[src/rtl/ootx_pkg.sv]
// Shared definitions for the lighthouse OOTX frame decoder: state encoding,
// CRC-32 constants and a byte-wide reflected CRC-32 update function.
package ootx_pkg;

  typedef enum logic [1:0] {
    ST_HUNT    = 2'd0,
    ST_LEN     = 2'd1,
    ST_PAYLOAD = 2'd2,
    ST_CRC     = 2'd3
  } state_t;

  localparam logic [31:0] CRC32_POLY   = 32'hEDB8_8320;
  localparam logic [31:0] CRC32_INIT   = 32'hFFFF_FFFF;
  localparam logic [31:0] CRC32_XOROUT = 32'hFFFF_FFFF;

  localparam int unsigned DEFAULT_PREAMBLE_ZEROS = 17;

  // Reflected CRC-32 advanced by one byte, LSB first.
  function automatic logic [31:0] crc32_byte(input logic [31:0] crc, input logic [7:0] data);
    logic [31:0] c;
    c = crc ^ {24'd0, data};
    for (int i = 0; i < 8; i++) begin
      c = c[0] ? ((c >> 1) ^ CRC32_POLY) : (c >> 1);
    end
    return c;
  endfunction

endpackage

[src/rtl/ootx_crc32.sv]
// Registered CRC-32 accumulator fed one payload byte per byte_en pulse.
module ootx_crc32
  import ootx_pkg::*;
(
  input  logic        clk,
  input  logic        reset,
  input  logic        clear,
  input  logic        byte_en,
  input  logic [7:0]  data,
  output logic [31:0] crc
);

  always_ff @(posedge clk or posedge reset) begin
    if (reset) begin
      crc <= CRC32_INIT;
    end else if (clear) begin
      crc <= CRC32_INIT;
    end else if (byte_en) begin
      crc <= crc32_byte(crc, data);
    end
  end

endmodule

[src/rtl/lighthouse_ootx_decoder.sv]
// Reassembles lighthouse OOTX frames from per-sync-pulse data bits and streams payload bytes.
// Define OOTX_CRC_EN to build the CRC-32 check; otherwise crc_ok reads 1 on every frame_done.
module lighthouse_ootx_decoder
  import ootx_pkg::*;
#(
  parameter int unsigned MAX_LEN        = 64,
  parameter int unsigned PREAMBLE_ZEROS = DEFAULT_PREAMBLE_ZEROS
) (
  input  logic        clk,
  input  logic        reset,
  input  logic        bit_in,
  input  logic        bit_strobe,
  output logic [7:0]  byte_out,
  output logic        byte_strobe,
  output logic        frame_start,
  output logic        frame_done,
  output logic        crc_ok,
  output logic        error,
  output logic [15:0] length
);

  localparam int unsigned   ZW   = $clog2(PREAMBLE_ZEROS + 1);
  localparam logic [ZW-1:0] ZMAX = ZW'(PREAMBLE_ZEROS);

  state_t        r_state;
  logic [ZW-1:0] r_zcount;
  logic [3:0]    r_bitcnt;
  logic          r_sync;
  logic          r_crc_hi;
  logic [15:0]   r_shift;
  logic [15:0]   r_bytes_left;
  logic [7:0]    r_hold;
  logic          r_emit2;

  logic [15:0]   w_shift_next;
  logic [15:0]   w_len;
  logic          w_crc_ok;

  assign w_shift_next = {r_shift[14:0], bit_in};
  assign w_len        = {r_shift[7:0], r_shift[15:8]};

`ifdef OOTX_CRC_EN
  logic [15:0] r_crc_lo;
  logic [31:0] w_crc_acc;
  logic [31:0] w_crc_rx;

  ootx_crc32 u_crc (
    .clk     (clk),
    .reset   (reset),
    .clear   (frame_start),
    .byte_en (byte_strobe),
    .data    (byte_out),
    .crc     (w_crc_acc)
  );

  // Received CRC bytes arrive c0,c1 then c2,c3.
  assign w_crc_rx = {w_shift_next[7:0], w_shift_next[15:8], r_crc_lo[7:0], r_crc_lo[15:8]};
  assign w_crc_ok = ((w_crc_acc ^ CRC32_XOROUT) == w_crc_rx);

  always_ff @(posedge clk or posedge reset) begin
    if (reset) begin
      r_crc_lo <= 16'd0;
    end else if (bit_strobe && r_state == ST_CRC && !r_sync && r_bitcnt == 4'd15 && !r_crc_hi) begin
      r_crc_lo <= w_shift_next;
    end
  end
`else
  assign w_crc_ok = 1'b1;
`endif

  always_ff @(posedge clk or posedge reset) begin
    if (reset) begin
      r_state      <= ST_HUNT;
      r_zcount     <= '0;
      r_bitcnt     <= 4'd0;
      r_sync       <= 1'b0;
      r_crc_hi     <= 1'b0;
      r_shift      <= 16'd0;
      r_bytes_left <= 16'd0;
      r_hold       <= 8'd0;
      r_emit2      <= 1'b0;
      byte_out     <= 8'd0;
      byte_strobe  <= 1'b0;
      frame_start  <= 1'b0;
      frame_done   <= 1'b0;
      crc_ok       <= 1'b0;
      error        <= 1'b0;
      length       <= 16'd0;
    end else begin
      byte_strobe <= 1'b0;
      frame_start <= 1'b0;
      frame_done  <= 1'b0;
      error       <= 1'b0;

      if (r_emit2) begin
        byte_out    <= r_hold;
        byte_strobe <= 1'b1;
        r_emit2     <= 1'b0;
      end

      if (bit_strobe) begin
        case (r_state)
          ST_HUNT: begin
            if (!bit_in) begin
              if (r_zcount != ZMAX) r_zcount <= r_zcount + ZW'(1);
            end else begin
              if (r_zcount == ZMAX) begin
                r_state  <= ST_LEN;
                r_bitcnt <= 4'd0;
                r_sync   <= 1'b0;
                r_crc_hi <= 1'b0;
              end
              r_zcount <= '0;
            end
          end

          default: begin
            if (r_sync) begin
              r_sync <= 1'b0;
              if (!bit_in) begin
                // A failed sync zero is also the first zero of the next preamble.
                error    <= 1'b1;
                r_state  <= ST_HUNT;
                r_zcount <= ZW'(1);
              end else begin
                case (r_state)
                  ST_LEN: begin
                    if (w_len > 16'(MAX_LEN)) begin
                      error    <= 1'b1;
                      r_state  <= ST_HUNT;
                      r_zcount <= '0;
                    end else begin
                      frame_start  <= 1'b1;
                      length       <= w_len;
                      r_bytes_left <= w_len;
                      crc_ok       <= 1'b0;
                      r_state      <= (w_len == 16'd0) ? ST_CRC : ST_PAYLOAD;
                    end
                  end
                  ST_PAYLOAD: begin
                    if (r_bytes_left == 16'd0) r_state <= ST_CRC;
                  end
                  default: ;
                endcase
              end
            end else begin
              r_shift  <= w_shift_next;
              r_bitcnt <= r_bitcnt + 4'd1;
              if (r_bitcnt == 4'd15) begin
                case (r_state)
                  ST_PAYLOAD: begin
                    byte_out     <= w_shift_next[15:8];
                    byte_strobe  <= 1'b1;
                    r_hold       <= w_shift_next[7:0];
                    r_emit2      <= (r_bytes_left > 16'd1);
                    r_bytes_left <= (r_bytes_left > 16'd1) ? r_bytes_left - 16'd2 : 16'd0;
                    r_sync       <= 1'b1;
                  end
                  ST_CRC: begin
                    if (!r_crc_hi) begin
                      r_crc_hi <= 1'b1;
                      r_sync   <= 1'b1;
                    end else begin
                      frame_done <= 1'b1;
                      crc_ok     <= w_crc_ok;
                      r_state    <= ST_HUNT;
                      r_zcount   <= '0;
                    end
                  end
                  default: r_sync <= 1'b1;
                endcase
              end
            end
          end
        endcase
      end
    end
  end

endmodule
[config.mk]
export PLATFORM = sky130hd
export DESIGN_NAME = lighthouse_ootx_decoder
export DESIGN_NICKNAME = d
export VERILOG_FILES = /design/src/rtl/ootx_pkg.sv /design/src/rtl/ootx_crc32.sv /design/src/rtl/lighthouse_ootx_decoder.sv
export SDC_FILE = /design/constraint.sdc
export NUM_CORES = 1
export LEC_CHECK = 0
export ABC_AREA = 1
export BUFFER_PORTS_ARGS = -buffer_cell sky130_fd_sc_hd__buf_2
export CAP_MARGIN = 40
export CORE_MARGIN = 2
export CORE_UTILIZATION = 55
export CTS_CLUSTER_SIZE = 25
export DETAILED_ROUTE_END_ITERATION = 8
export PLACE_DENSITY = 0.74
export SLEW_MARGIN = 20
export SYNTH_ARGS = -nofsm -noshare
export SYNTH_HDL_FRONTEND = slang
export SYNTH_HIERARCHICAL = 1
export SYNTH_SLANG_ARGS = --single-unit
export TNS_END_PERCENT = 50
[constraint.sdc]
create_clock -name clk -period 6.4 [get_ports clk]
set_input_delay 0.32 -clock clk [delete_from_list [all_inputs] [get_ports clk]]
set_output_delay 0.32 -clock clk [all_outputs]
set_load 0.05 [all_outputs]
==> results of run 1 <==
[worst max-delay path: stages (launching register included)]
cell	delay, ps
dfrtp_1	440
inv_1	90
ha_1	320
clkinv_2	130
nand2_1	190
nor2_2	450
buf_8	220
nand3_1	390
buf_8	320
nor2_1	100
a31oi_1	50
[layer usage]
layer / up-vias / wire length (um)
met5: - / 0
met4: 0 / 137
met3: 16 / 439
met2: 101 / 3970
met1: 1609 / 4340
li1: 1769 / -
[per-stage QoR]
stage          hold WS (ps)  setup slack, ps
2_1_floorplan           442             3940
3_3_place_gp            443             3100
3_5_place_dp            438             3640
4_1_cts                52.9             3600
5_1_grt                75.0             3280
6_report               45.5             3580
[cell families (layout without fill, tap and decap cells)]
logic type	count (synthesis)	count (layout)	synth area share, %
compound gates	74	74	9.58
xor+xnor	8	8	1.68
fa+ha+maj	8	8	2.40
buf+inv	71	108	7.24
flops	83	83	49.9
simple gates	295	295	29.2
[worst min-delay path by stage]
| stage | from | endpoint | slack (ps) | depth (start not counted) |
|---|---|---|---|---|
| 2_1_floorplan | r_bytes_left[0]$_DFFE_PP0P_ | r_bytes_left[0]$_DFFE_PP0P_ | 440 | 2 |
| 3_3_place_gp | length[10]$_DFFE_PP0P_ | length[10]$_DFFE_PP0P_ | 440 | 2 |
| 3_5_place_dp | reset | length[8]$_DFFE_PP0P_ | 440 | 3 |
| 4_1_cts | reset | byte_out[4]$_DFF_PP0_ | 50 | 3 |
| 5_1_grt | reset | length[7]$_DFFE_PP0P_ | 80 | 3 |
| 6_report | reset | length[8]$_DFFE_PP0P_ | 50 | 3 |
[sequential cells by signal, summed over array words and instances (netlist names), 2 cells and up]
name and cells:
byte_out 8, length 16, r_bitcnt 4, r_bytes_left 16, r_hold 8, r_shift 16
r_state 2, r_zcount 5
[cell type report]
| class | instances | area (sq um) |
|---|---|---|
| fill | 658 | 2660 |
| sequential | 83 | 2080 |
| multi-input combinational | 385 | 1790 |
| timing repair buffer | 36 | 225 |
| inverter | 56 | 215 |
| clock buffer | 10 | 138 |
| tap | 99 | 124 |
| clock inverter | 6 | 71.3 |
[power breakdown]
part | internal, W | total [W] | switching [W] | leakage (nW)
registers | 0.000607 | 0.000716 | 0.000110 | 1.06
clock network | 0.000194 | 0.000392 | 0.000197 | 0.0995
logic | 0.000115 | 0.000336 | 0.000220 | 1.28
[cell usage in the layout (no fill, tap or decap), drive strengths merged]
master    count
a21boi        2
nand3b        2
xnor2         3
a31oi         8
a21oi        15
nand2       193
o22ai         3
clkinv        4
dfrtp        83
nor3          3
buf          36
bufinv        1
o21ai        44
a31o          1
nor3b         1
nand4         8
xor2          5
o31ai         1
clkinvlp      2
nand3        25
inv          55
ha            8
clkbuf       10
nor2         63
==> impl_metrics.toml, run 1 <==
[setup_path]
r2r_cells = 10
rrSetupSlack_ps = 3580
arrival_ps = 3060
cp.required_ps = 6640
r2r-start = "r_state[0]$_DFFE_PP0P_"
startpoint_type = "flop"
crit_fanout = 20
r2r-end = "byte_out[0]$_DFF_PP0_"
crit_end = "byte_out[0]$_DFF_PP0_"
critPathLaunch = "r_state[0]$_DFFE_PP0P_"
crit_path_end_kind = "flop"
setup.worst_path.class = "flop to flop"

[timing]
fmax_mhz = 354
setup_viol = 0
hold_violations = 0
min_period_over_period_pct = 44.1
tns_ps = 0
slew_viol_final = 0
skew_ps = 8.40
relSlewSlack_pct = 45.3
worst_pin_slew_ps = 821
period_needed_ps = 2820
rsz0062_at_grt = "false"

[clocking]
cts_root_buf = "clkbuf_8"
cts_tree = "yes"
clk_pin_slew_worst_paths_ps = 90
h-tree-depth = 3
cts-hold-fix-buffers = 0
cts-resized-gates = 0
insertion_delay_ps = 350
cts_max_path_buffers = 2
cts_sinks = 83
cts_buffers = 9
cts_setup_buffers = 0

[yosys]
synth_common_cells = "nand2_1, dfrtp_1, nor2_1, inv_1, o21ai_0"
netlist_area_sq_um = 4170
synth_top_area_share_pct = 49.9
yosys.area.top_type = "dfrtp_1"
yosysWarnings = 6
yosysUniqueCellTypes = 35
avgSynthCellArea_sq_um = 7.73
syn_inst = 539
ys_async_sr_fraction_pct = 100
yosys_most_used_dff = "dfrtp_1"
ys_ff_latch = 83
synth_edf_count = 0
syn-num-nets = 551
seq_area_frac_synth_pct = 49.9
yosys-top-cells-area = "dfrtp_1, nand2_1, nor2_1"
synth.most_common_cell = "nand2_1"

[grt]
gr-total-overflow = 0
grt_util_met3_pct = 4.15
grt_pass1_vias = 3368
grt_pass1_wl_um = 15600
use_met1_pct = 32.9
grt.total_usage_pct = 23.3
antenna_found_initial = 0
grt_max_degree = 52
use_met2_pct = 36.2
busiest_layer = "met2"

[die]
io_pins = 33
core_sq_um = 7290
start_util_pct = 57.1
num_rows = 31
fp.dieArea_sq_um = 8290
die_x_um = 91.0
die_height_um = 91.0

[run_status]
outcome = "finished clean"

[hold_path]
min_path_type = "input pin to asynchronous set/reset pin"

[placed_design]
hpwl_um = 6280
gp_congestion = 0.873
io_buffers = 32
place_area_sq_um = 4430
dpl.cell_count = 659

[power_and_ir_drop]
ir_drop_v = 0.000168
powerDensity_nw_per_um2 = 311
power.leakage_nw = 2.44
finalPower_w = 0.00144

[run]
max_cap_viol_count = 0

[finish]
n_antenna_cell = 0
final_core_util_pct = 63.6
layout.nets = 583
area_growth_pct = 11.3
layout.cells.non_filler = 675
final_area_sq_um = 4640
drive_gt1_share_pct = 11.8

[drt]
drc = 0
routed_wl_um = 8890
postRouteAntennaNets = 0
dr_total_vias = 3495
drt_pass1_iterations = 5
vias_per_cell = 5.18
dr.first_iter.drc_count = 262
wire_per_inst_um = 13.2
(Power assumes the default switching activity.)
==> run 2, diff against run 1 <==
==> constraint.sdc (replaced) <==
create_clock -name clk -period 2.9 [get_ports clk]
set_input_delay 0.145 -clock clk [delete_from_list [all_inputs] [get_ports clk]]
set_output_delay 0.145 -clock clk [all_outputs]
set_load 0.05 [all_outputs]
==> impl_metrics.toml, run 2 (synthesized netlist as in run 1, its figures left out) <==
[die]
fp.dieArea_sq_um = 8290
io_pins = 33
num_rows = 31
core_sq_um = 7290
start_util_pct = 57.1
die_x_um = 91.0
die_height_um = 91.0

[power_and_ir_drop]
power.leakage_nw = 2.43
powerDensity_nw_per_um2 = 661
ir_drop_v = 0.000374
finalPower_w = 0.00304

[timing]
period_needed_ps = 2060
hold_violations = 0
setup_viol = 0
rsz0062_at_grt = "false"
relSlewSlack_pct = 70.9
tns_ps = 0
min_period_over_period_pct = 71.0
skew_ps = 14.5
worst_pin_slew_ps = 435
fmax_mhz = 486
slew_viol_final = 0

[grt]
grt_pass1_vias = 3388
antenna_found_initial = 0
gr-total-overflow = 0
grt.total_usage_pct = 23.9
grt_pass1_wl_um = 16000
grt_max_degree = 43

[setup_path]
max_stage_delay_ps = 430
crit_path_cell_trace = "inv_1 > ha_1 > clkinv_2 > nand2_1 > nor2_1 > nand2_2 > nor2_4 > inv_2 > nand2_1 > nand2_1"
crit_path_end_kind = "flop"
path_common_cell = "nand2_1"
startpoint_type = "flop"
setup.worst_path.class = "flop to flop"
cpLargestDelayFamily = "simple AND/OR/NAND/NOR gates"
cp.required_ps = 3140
arrival_ps = 2300
path_buf_inv = 3
crit_fanout = 16
crit_slowest_cell = "dfrtp_1"

[placed_design]
io_buffers = 32
dpl.cell_count = 661
place_area_sq_um = 4420
gp_congestion = 0.901
hpwl_um = 6490

[finish]
layout_common_cells = "nand2_1, dfrtp_1, nor2_1"
multi_input_area_sq_um = 1790
top_regs = "length: 16 flops, r_bytes_left: 16 flops, r_shift: 16 flops"
final_area_sq_um = 4600
final_common_cell = "nand2_1"
layout.nets = 586
register_area_sq_um = 2080
final_core_util_pct = 63.1
layout.cells.non_filler = 678
n_antenna_cell = 0
area_growth_pct = 10.4
drive_gt1_share_pct = 11.7
num-fill-cells = 685

[drt]
routed_wl_um = 8950
drc = 0
dr.first_iter.drc_count = 175
wl_met3_um = 370
wl_met1_um = 4220
vias_per_cell = 5.23
dr_total_vias = 3545
postRouteAntennaNets = 0
wire_per_inst_um = 13.2
dr.max_layer_used = "met4"
wl_met2_um = 4280
drt_pass1_iterations = 5

[clocking]
cts_root_buf = "clkbuf_8"
clk_pin_slew_worst_paths_ps = 80
cts_tree = "yes"
cts_sinks = 83
insertion_delay_ps = 350
cts-resized-gates = 0
cts_max_path_buffers = 2
h-tree-depth = 3
cts_buffers = 9

[hold_path]
min_path_type = "input pin to flop"

[run_status]
outcome = "finished clean"

[run]
max_cap_viol_count = 0
-- run 2: worst paths after layout --
check                                        from                          end  slack (ps)  depth (start not counted)
max                        r_state[0]$_DFFE_PP0P_        length[1]$_DFFE_PP0P_         840                         10
min                                    bit_strobe        frame_start$_DFF_PP0_         170                          3
max reg2reg                r_state[0]$_DFFE_PP0P_        length[1]$_DFFE_PP0P_         840                         10
min reg2reg                 length[9]$_DFFE_PP0P_        length[9]$_DFFE_PP0P_         460                          2
max in group asynchronous                   reset        length[5]$_DFFE_PP0P_        1940                          5
min in group asynchronous                   reset  r_bytes_left[5]$_DFFE_PP0P_         210                          3
-- run 2: final cells by class --
type | instances | area share, %
sequential | 83 | 45.2
clock inverter | 5 | 0.816
multi-input combinational | 385 | 38.8
clock buffer | 11 | 2.86
timing repair buffer | 39 | 4.95
inverter | 56 | 4.68
tap | 99 | 2.69
-- run 2: timing repair --
| item | CTS | global route |
|---|---|---|
| endpoints found under the hold margin | 63 | 0 |
| setup buffers | 0 | 0 |
| hold buffers | 1 | 0 |
-- run 2: worst min-delay path: cells and delay by family --
kind	cells	cell delay, ps
simple gates	2	180
buf+inv	1	140
-- run 2: per-stage QoR --
| step | setup slack [ps] | hold slack (ps) |
|---|---|---|
| after CTS | 837 | 150 |
| after global routing | 585 | 164 |
| final | 840 | 169 |
| after floorplan | 618 | 341 |
| after detailed placement | 860 | 40.6 |
| after global placement | 915 | 319 |
-- run 2: power breakdown --
group / switching [W] / total (W) / internal [W]
sequential: 0.000236 / 0.00158 / 0.00134
combinational: 0.000485 / 0.000736 / 0.000250
clock: 0.000414 / 0.000729 / 0.000315
total: 0.00114 / 0.00304 / 0.00190
-- run 2: routing by layer --
layer | up-vias | global-route usage (%)
met1 | 1699 | 33.7
met3 | 6 | 3.65
met2 | 62 | 39.0
met4 | 0 | 5.81
met5 | - | 0
li1 | 1778 | -
==> run 3, diff against run 2 <==
--- a/config.mk
+++ b/config.mk
@@ -5,7 +5,7 @@
 export SDC_FILE = /design/constraint.sdc
 export NUM_CORES = 1
 export LEC_CHECK = 0
-export ABC_AREA = 1
+export ABC_AREA = 0
 export BUFFER_PORTS_ARGS = -buffer_cell sky130_fd_sc_hd__buf_2
 export CAP_MARGIN = 40
 export CORE_MARGIN = 2
==> constraint.sdc (replaced) <==
create_clock -name clk -period 1.9 [get_ports clk]
set_input_delay 0.095 -clock clk [delete_from_list [all_inputs] [get_ports clk]]
set_output_delay 0.095 -clock clk [all_outputs]
set_load 0.05 [all_outputs]
==> impl_metrics.toml, run 3 <==
[run_status]
outcome = "finished, violations left"
violations = "setup timing"

[power_and_ir_drop]
powerDensity_nw_per_um2 = 1170
power.leakage_nw = 2.44
ir_drop_v = 0.000734
finalPower_w = 0.00617

[clocking]
clk_pin_slew_worst_paths_ps = 90
cts_root_buf = "clkbuf_8"
cts_sinks = 83
cts_tree = "yes"
cts_buffers = 9
cts_max_path_buffers = 2
h-tree-depth = 3
insertion_delay_ps = 350

[setup_path]
r2r-end = "r_bytes_left[13]$_DFFE_PP0P_"
crit_path_cell_trace = "or4_4 > buf_6 > or2_4 > a2111oi_4 > a21oi_2 > o31ai_2"
path_buf_inv = 1
r2r_cells = 6
crit_slowest_cell = "or4_4"
setup.worst_path.class = "flop to flop"
max_stage_delay_ps = 570
crit_fanout = 4
cp.required_ps = 2160
startpoint_type = "flop"
r2r-start = "r_bytes_left[6]$_DFFE_PP0P_"
crit_path_end_kind = "flop"
rrSetupSlack_ps = -100
cpLargestDelayFamily = "simple AND/OR/NAND/NOR gates"
arrival_ps = 2270

[grt]
grt_pass1_wl_um = 15400
grt.total_usage_pct = 25.5
grt_max_degree = 84
gr-total-overflow = 0
grt_pass1_vias = 3232
antenna_found_initial = 0

[die]
num_rows = 31
fp.dieArea_sq_um = 7960
core_sq_um = 7140
die_height_um = 89.2
die_x_um = 89.2
io_pins = 33
start_util_pct = 56.0

[yosys]
synth_top_area_share_pct = 52.0
yosysUniqueCellTypes = 58
avgSynthCellArea_sq_um = 10.9
seq_area_frac_synth_pct = 52.0
ys_async_sr_fraction_pct = 100
yosysWarnings = 6
synth.most_common_cell = "dfrtp_1"
netlist_area_sq_um = 4000
synth_common_cells = "dfrtp_1, mux2_2, nor2_1, a21oi_1, nand2_1"
yosys-top-cells-area = "dfrtp_1, mux2_2, nor2_1"
syn-num-nets = 380
synth_edf_count = 0
ys_ff_latch = 83
syn_inst = 368
yosys.area.top_type = "dfrtp_1"
yosys_most_used_dff = "dfrtp_1"

[placed_design]
io_buffers = 32
post-place-ws_ps = -135
dpl.cell_count = 557
gp_congestion = 0.856
hpwl_um = 6480

[timing]
fmax_mhz = 499
relSlewSlack_pct = 66.1
tns_ps = -525
slew_viol_final = 0
rsz0062_at_grt = "true"
min_period_over_period_pct = 106
setup_slack_ps = -105
worst_pin_slew_ps = 509
setup_viol = 7
skew_ps = 8.51
period_needed_ps = 2000
hold_violations = 0

[finish]
layout.cells.non_filler = 580
layout_common_cells = "dfrtp_1, buf_4, mux2_2, buf_2, nor2_1"
drive_gt1_share_pct = 43.2
n_antenna_cell = 0
layout.nets = 488
top_regs = "length: 16 flops, r_bytes_left: 16 flops, r_shift: 16 flops"
final_core_util_pct = 74.0
final_common_cell = "dfrtp_1"
area_growth_pct = 32.2

[drt]
drc = 0
drt_pass1_iterations = 4
routed_wl_um = 10000
vias_per_cell = 5.74
postRouteAntennaNets = 0
wire_per_inst_um = 17.3
dr.first_iter.drc_count = 197
dr_total_vias = 3331

[hold_path]
hold_depth = 3
min_path_type = "input pin to flop"
min-delay-start = "bit_strobe"
hold_end = "error$_DFF_PP0_"

[run]
max_cap_viol_count = 0
==> run 3: cells by family after synthesis <==
kind of cell | Yosys count | share of synthesized area, %
compound gates | 84 | 14.2
xor+xnor | 1 | 0.219
fa+ha+maj | 8 | 2.50
buf+inv | 27 | 2.69
flops | 83 | 52.0
mux | 43 | 11.8
simple gates | 122 | 16.5
==> run 3: power breakdown <==
group          switching [W]  internal, W  total, W
clock               0.000664     0.000486   0.00115
sequential          0.000288      0.00216   0.00245
combinational        0.00138      0.00119   0.00257
total                0.00233      0.00384   0.00617
==> run 3: layout make-up <==
| class | instances | area (sq um) |
|---|---|---|
| inverters | 8 | 33.8 |
| well taps | 99 | 124 |
| flip-flops and latches | 83 | 2080 |
| multi-input cells | 258 | 2020 |
| fillers | 486 | 1850 |
| repair buffers | 116 | 857 |
| clock inverters | 6 | 48.8 |
| clock buffers | 10 | 128 |
==> run 3: worst register-to-register path, stage by stage (launching register included) <==
cell	delay [ps]
dfrtp_1	390
or4_4	570
buf_6	140
or2_4	260
a2111oi_4	290
a21oi_2	60
o31ai_2	200
==> run 3: how the worst max path moves through the flow <==
stage | from | cells past startpoint | end
after floorplan | r_state[0]$_DFFE_PP0P_ | 8 | length[0]$_DFFE_PP0P_
after global placement | r_bytes_left[1]$_DFFE_PP0P_ | 7 | r_bytes_left[7]$_DFFE_PP0P_
after detailed placement | r_bytes_left[1]$_DFFE_PP0P_ | 7 | r_bytes_left[7]$_DFFE_PP0P_
after CTS | r_bytes_left[2]$_DFFE_PP0P_ | 7 | r_bytes_left[13]$_DFFE_PP0P_
after global routing | r_bytes_left[1]$_DFFE_PP0P_ | 6 | r_state[1]$_DFFE_PP0P_
final | r_bytes_left[6]$_DFFE_PP0P_ | 6 | r_bytes_left[13]$_DFFE_PP0P_
==> run 3: per-stage QoR <==
stage | instance area, sq um | hold WS [ps]
2_1_floorplan | 4000 | 317
3_3_place_gp | 4810 | 252
3_5_place_dp | 4810 | 254
4_1_cts | 5110 | 44.6
5_1_grt | 5280 | 70.5
6_report | 5280 | 66.8
==> run 3: what timing repair did <==
| item | 4_1_cts | 5_1_grt |
|---|---|---|
| pin swaps | 6 | 11 |
| gates cloned | 0 | 0 |
| endpoints found under the setup margin | 30 | 49 |
| hold buffers | 1 | 0 |
| gates resized for setup | 23 | 36 |
| endpoints found under the hold margin | 83 | 0 |
| buffers inserted | 3 | 3 |
==> run 3: metal layers <==
layer,vias to the layer above,global-route usage (%),part of all wire (%)
li1,1558,-,-
met1,1673,34.3,43
met5,-,0,0
met4,0,9.91,1.6
met2,86,41.1,51
met3,14,4.80,4.4
